[src/rtl/div_secuencial.sv]
`default_nettype none
// ============================================================================
// div_secuencial : sequential restoring divider, one quotient bit per clock
// Revision: 1.0
// ============================================================================
module div_secuencial #(
  parameter int WN = 8,
  parameter int WD = 4
) (
  input  logic          clk,
  input  logic          rst,
  input  logic          valid,
  input  logic [WN-1:0] N,
  input  logic [WD-1:0] D,
  output logic [WN-1:0] quot,
  output logic [WD-1:0] rem,
  output logic          busy,
  output logic          DONE,
  output logic          div_zero
);

  localparam int c_CW = $clog2(WN + 1);

  typedef enum logic [1:0] {
    S_IDLE = 2'd0,
    S_CALC = 2'd1,
    S_FIN  = 2'd2
  } state_t;

  state_t          r_state;
  state_t          w_next;
  logic [WN-1:0]   r_n;
  logic [WD-1:0]   r_d;
  logic [WD:0]     r_r;
  logic [WN-1:0]   r_q;
  logic [c_CW-1:0] r_cnt;

  logic [WD:0]     w_t;
  logic            w_ge;
  logic [WD:0]     w_r_nxt;
  logic [WN-1:0]   w_q_nxt;
  logic            w_last;

  // Partial remainder stays below D, so shifting out its top bit loses nothing.
  assign w_t     = (r_r << 1) | (WD + 1)'(r_n[WN-1]);
  assign w_ge    = (w_t >= {1'b0, r_d});
  assign w_r_nxt = w_ge ? (w_t - {1'b0, r_d}) : w_t;
  assign w_q_nxt = (r_q << 1) | WN'(w_ge);
  assign w_last  = (r_cnt == c_CW'(WN - 1));

  assign busy = (r_state != S_IDLE);
  assign DONE = (r_state == S_FIN);

  always_ff @(posedge clk or negedge rst) begin
    if (!rst) r_state <= S_IDLE;
    else      r_state <= w_next;
  end

  always_comb begin
    w_next = r_state;
    case (r_state)
      S_IDLE:  if (valid) w_next = (D != '0) ? S_CALC : S_FIN;
      S_CALC:  if (w_last) w_next = S_FIN;
      S_FIN:   w_next = S_IDLE;
      default: w_next = S_IDLE;
    endcase
  end

  always_ff @(posedge clk or negedge rst) begin
    if (!rst) begin
      r_n      <= '0;
      r_d      <= '0;
      r_r      <= '0;
      r_q      <= '0;
      r_cnt    <= '0;
      quot     <= '0;
      rem      <= '0;
      div_zero <= 1'b0;
    end else begin
      case (r_state)
        S_IDLE: begin
          if (valid) begin
            r_n   <= N;
            r_d   <= D;
            r_r   <= '0;
            r_q   <= '0;
            r_cnt <= '0;
            // Divide-by-zero skips CALC; its result is published on the same edge.
            if (D == '0) begin
              quot     <= '1;
              rem      <= N[WD-1:0];
              div_zero <= 1'b1;
            end
          end
        end
        S_CALC: begin
          r_r   <= w_r_nxt;
          r_q   <= w_q_nxt;
          r_n   <= r_n << 1;
          r_cnt <= r_cnt + 1'b1;
          if (w_last) begin
            quot     <= w_q_nxt;
            rem      <= w_r_nxt[WD-1:0];
            div_zero <= 1'b0;
          end
        end
        default: ;
      endcase
    end
  end

endmodule
`default_nettype wire

[config.mk]
export PLATFORM = sky130hd
export DESIGN_NAME = div_secuencial
export DESIGN_NICKNAME = d
export VERILOG_FILES = /design/src/rtl/div_secuencial.sv
export SDC_FILE = /design/constraint.sdc
export NUM_CORES = 1
export LEC_CHECK = 0
export CAP_MARGIN = 20
export CORE_MARGIN = 3
export CORE_UTILIZATION = 48
export CTS_CLUSTER_SIZE = 8
export DETAILED_ROUTE_END_ITERATION = 16
export PLACE_DENSITY = 0.75
export RECOVER_POWER = 100
export SYNTH_ARGS = -nofsm -noshare
export SYNTH_HDL_FRONTEND = slang
export SYNTH_SLANG_ARGS = --single-unit
[constraint.sdc]
create_clock -name clk -period 1.81 [get_ports clk]
set_input_delay 0.181 -clock clk [delete_from_list [all_inputs] [get_ports clk]]
set_output_delay 0.181 -clock clk [all_outputs]
set_load 0.1 [all_outputs]
# Yosys cells after proc, flatten, opt, wreduce, memory -nomap -nowiden
# Cells that the tools add are included.
[totals] elab_cells=54 register_bits=42 output_inout_bits=15 inputBits=15
[classes] reduce_logical=9 order_cmp=1 eq_ne=6 mux=25 add_sub_neg=2 bitwise_logic=2
[ops] op="$mux 8" n=4
[ops] op="$pmux 8 s2" n=2
[ops] op="$mux 4" n=6
[ops] op="$pmux 4 s2" n=3
[ops] op="$pmux 7 s2" n=1
[ops] op="$or 8x1->8" n=1
[ops] op="$mux 7" n=1
[ops] op="$mux 2" n=3
[ops] op="$ne 2x2->1 const B" n=3
[ops] op="$reduce_and 2->1" n=3
[ops] op="$ge 5x4->1" n=1
[ops] op="$or 5x1->5" n=1
[ops] op="$add 4x1->4 const B" n=1
[ops] op="$eq 4x3->1 const B" n=1
[ops] op="$logic_not 4->1" n=1
[ops] op="$pmux 2 s2" n=1
[ops] op="$reduce_and 4->1" n=1
[ops] op="$reduce_bool 2->1" n=2
[ops] op="$reduce_bool 4->1" n=1
[ops] op="$sub 4x4->4" n=1
[ops] op="$mux 1" n=3
[ops] op="$eq 2x1->1 const B" n=1
[ops] op="$eq 2x2->1 const B" n=1
[ops] op="$logic_not 2->1" n=1
[ops] op="$pmux 1 s2" n=1

# Logic depth before layout (Yosys ltp)
[depth] ltp_word=5 depth_mapped=6 mapped_depth_nobuf=6

# Worst setup path after synthesis
# OpenSTA, ideal clock, no wires.
[synth_path] kind="register -> output" startpoint="register r_state[1]" endpoint="output port DONE" path_stages_with_launch=4 required_time_ps=1629 setup_slack_ps=-314 arrival_ps=1943 path_cell_list="dfrtp_1 inv_1 clkbuf_1 nor2_1"
[synth_via] elab_chain_cells=1
[synth_rtl] item="start: declaration" line_no="30" rtl="state_t r_state;"
[synth_rtl] item="start signal: assignment" line_no="56" rtl="else r_state <= w_next;"
[synth_rtl] item="$eq 2x2->1" line_no="52" rtl="assign DONE = (r_state == S_FIN);"
[synth_rtl] item="end: declaration" line_no="18" rtl="output logic DONE,"
# Every way passes these cells.

# Final worst setup path
[layout_path] startpoint="register r_d[0]" endpoint="register rem[1]"
[layout_via] elab_chain_cells=4
[layout_rtl] item="start: declaration" line_no="33" rtl="logic [WD-1:0] r_d;"
[layout_rtl] item="start signal: assignment" line_no="72" rtl="r_d <= '0;"
[layout_rtl] item="start signal: assignment" line_no="84" rtl="r_d <= D;"
[layout_rtl] item="$sub 4x4->4 / $ge 5x4->1 (equally long branches)" line_no="47, 46"
[layout_rtl] item="$mux 4 (*)" line_no="47" rtl="assign w_r_nxt = w_ge ? (w_t - {1'b0, r_d}) : w_t;"
[layout_rtl] item="$mux 4 (*)" line_no="101" rtl="if (w_last) begin"
[layout_rtl] item="$pmux 4 s2 (*)" line_no="80" rtl="case (r_state)"
[layout_rtl] item="end signal: assignment" line_no="91" rtl="rem <= N[WD-1:0];"
[layout_rtl] item="end signal: assignment" line_no="103" rtl="rem <= w_r_nxt[WD-1:0];"
[layout_rtl] item="end: declaration" line_no="16" rtl="output logic [WD-1:0] rem,"
# Every way passes the cells marked *; elsewhere a longest branch is shown, timed or not. The select of a mux whose other input is x is not followed.
# A chain may end at the register's enable or synchronous reset.

==> out/metrics.cfg <==
[floorplan]
ios = 30
row_count = 22
core-area_um2 = 3830
die_w_um = 70.4
die_area_um2 = 4950
start_util_pct = 52.0
dieHeight_um = 70.4

[clock_network]
cts_buffers = 5
cts_sinks = 42
path_clk_slew_ps = 70
htree_levels = 2
clockBufferDepth = 2
insertion_delay_ps = 290
cts_tree = done
cts_root_buf = clkbuf_8

[yosys]
synth_common_cells = dfrtp_1, nand2_1, a21oi_1, inv_1
syn_nets = 224
yosysTopAreaCell = dfrtp_1
synth.distinct_cells = 36
async_flop_share_pct = 100
synth_ff_type = dfrtp_1
synth.most_common_cell = dfrtp_1
synth_area_per_cell_um2 = 9.80
syn_area_um2 = 1990
yosysSeqAreaShare_pct = 52.8
yosysTopAreaCellShare_pct = 52.8
syn_inst = 203
synth_area_leaders = dfrtp_1, nand2_1, a21oi_1, nand3_1, o21ai_0
ys_seq_elements = 42
yosysWarnings = 0
synth-edff-count = 0

[worst_hold_path]
hold_path_end = r_d[0]$_DFFE_PN0P_
whs_path_depth = 3
hp-start = D[0]
min_path_type = input pin to flip-flop

[route]
drt-pass1-iter-count = 4
ant_nets = 0
drc_errors = 0
drtIter0Drc = 137
vias = 1650
routed_wl_um = 4470
vias_per_cell = 5.56
detail_route.wl_per_cell_um = 15.0

[timing]
finalCriticalPeriod_ps = 1800
worst_pin_slew_ps = 1020
clock_skew_ps = 8.03
fmax_mhz = 555
tns_ps = 0
finalHoldWorstSlack_ps = 456
slew_headroom_pct = 31.9
finalCritPeriodShare_pct = 99.5
hold_violations = 0
slew_viol_final = 0
rsz0062_at_grt = true
finalSetupViolCount = 0

[critical_path]
start_kind = flip-flop
crit_slowest_cell = or4_4
rr_startpoint = r_d[0]$_DFFE_PN0P_
r2r_end = rem[1]$_DFFE_PN0P_
critPathArrivalTime_ps = 2000
cp.required_ps = 2010
crit_family = simple AND/OR/NAND/NOR gates
slowest_delay_ps = 540
critPathBufInv = 1
rrSetupSlack_ps = 9
worstPathMaxFanout = 7
cp-end-kind = flip-flop
crit_type = flip-flop to flip-flop
rr_worst_depth = 6
path_depth = 6
crit_path_cell_trace = ha_4 > nand2b_4 > a2111oi_4 > buf_4 > or4_4 > a41oi_2

[job]
maxCapViolCount = 0

[finish]
nets = 269
fin_area_um2 = 2510
final_cells = 297
drive_above_1_share_pct = 23.3
antenna_cells = 0
area_growth_pct = 26.4

[placed_design]
gp_congestion = 0.832
io_buffers = 29
dpl.cell_count = 287
dpl.hpwl_um = 3140
postPlaceCellArea_um2 = 2420

[global_route]
antenna_found_initial = 0
grt.overflow.total = 0
grt_pass1_vias = 1625
grt_max_degree = 43
grt_use_total_pct = 19.0
grt_pass1_wl_um = 7480

[status]
status = finished, final reports clean

[repair_timing]
action,4_1_cts,5_1_grt
hold buffers,1,0
endpoints found under the hold margin,42,0
pin swaps,3,4
setup buffers,1,1
endpoints found under the setup margin,6,5
gates resized for setup,5,3
[logic make-up after synthesis]
kind of cell / Yosys count / synth area share, %
and+or+nand+nor: 72 / 17.7
AOI/OAI and AO/OA: 56 / 19.3
DFF: 42 / 52.8
buffers and inverters: 25 / 5.09
adders and majority gates: 6 / 4.15
xor gates and xnor gates: 2 / 0.881
[metrics by stage]
step | worst slack [ps] | util, %
4_1_cts | -12.2 | 67.2
3_5_place_dp | -109 | 63.2
3_3_place_gp | -37.0 | 63.2
5_1_grt | -29.4 | 65.7
2_1_floorplan | 5.79 | -
6_report | 9.21 | 65.7
[sequential cells by signal, indices dropped and copies added (netlist names)]
name      cells
r_q           7
rem           4
r_cnt         4
r_r           4
r_d           4
quot          8
div_zero      1
r_n           8
r_state       2
[worst max path at each step]
stage,startpoint,slack (ps),end
2_1_floorplan,r_n[7]$_DFFE_PN0P_,6,rem[1]$_DFFE_PN0P_
3_3_place_gp,r_n[7]$_DFFE_PN0P_,-40,rem[2]$_DFFE_PN0P_
3_5_place_dp,r_d[0]$_DFFE_PN0P_,-110,rem[2]$_DFFE_PN0P_
4_1_cts,r_d[0]$_DFFE_PN0P_,-10,rem[2]$_DFFE_PN0P_
5_1_grt,r_d[0]$_DFFE_PN0P_,-30,rem[1]$_DFFE_PN0P_
6_report,r_d[0]$_DFFE_PN0P_,9,rem[1]$_DFFE_PN0P_
[area by class of cell]
class / instances / area (um2)
clock buffers: 6 / 72.6
clock inverters: 2 / 37.5
fillers: 336 / 1310
inverters: 14 / 52.6
multi-input cells: 136 / 883
flip-flops and latches: 42 / 1050
well taps: 48 / 60.1
repair buffers: 49 / 357
[cell usage in the layout, fill, tap and decap left out, types with 2 or more instances in the layout]
cell type        count
nor2b_1              2
a41oi_2              3
clkbuf_1             2
ha_4                 2
a21oi_1             16
a31oi_1              8
o21ai_0             13
o211ai_1             4
ha_1                 3
nand3_1             13
buf_4               16
or4_4                3
nor2_1               4
clkdlybuf4s50_1     13
o22ai_1              2
xor2_1               2
inv_1               13
a22oi_1              6
nand2_1             35
dfrtp_1             42
clkbuf_8             5
clkbuf_2            16
nand4_1              2
nor2_2               2
nor3b_1              2
[worst register-to-register path, stage by stage (launching register included)]
cell and delay, ps:
dfrtp_1 410, ha_4 280, nand2b_4 120, a2111oi_4 60, buf_4 170, or4_4 540, a41oi_2 140
[routing by layer]
layer	wire [um]	vias up	track usage (%)
met1	2020	794	26.0
met3	220	9	4.32
met5	0	-	0
met2	2160	42	29.6
li1	-	805	-
met4	64	0	6.17
Power is left out: the tool's default activity adds up to more than one toggle a clock period on the data nets, which glitch-free logic cannot reach.
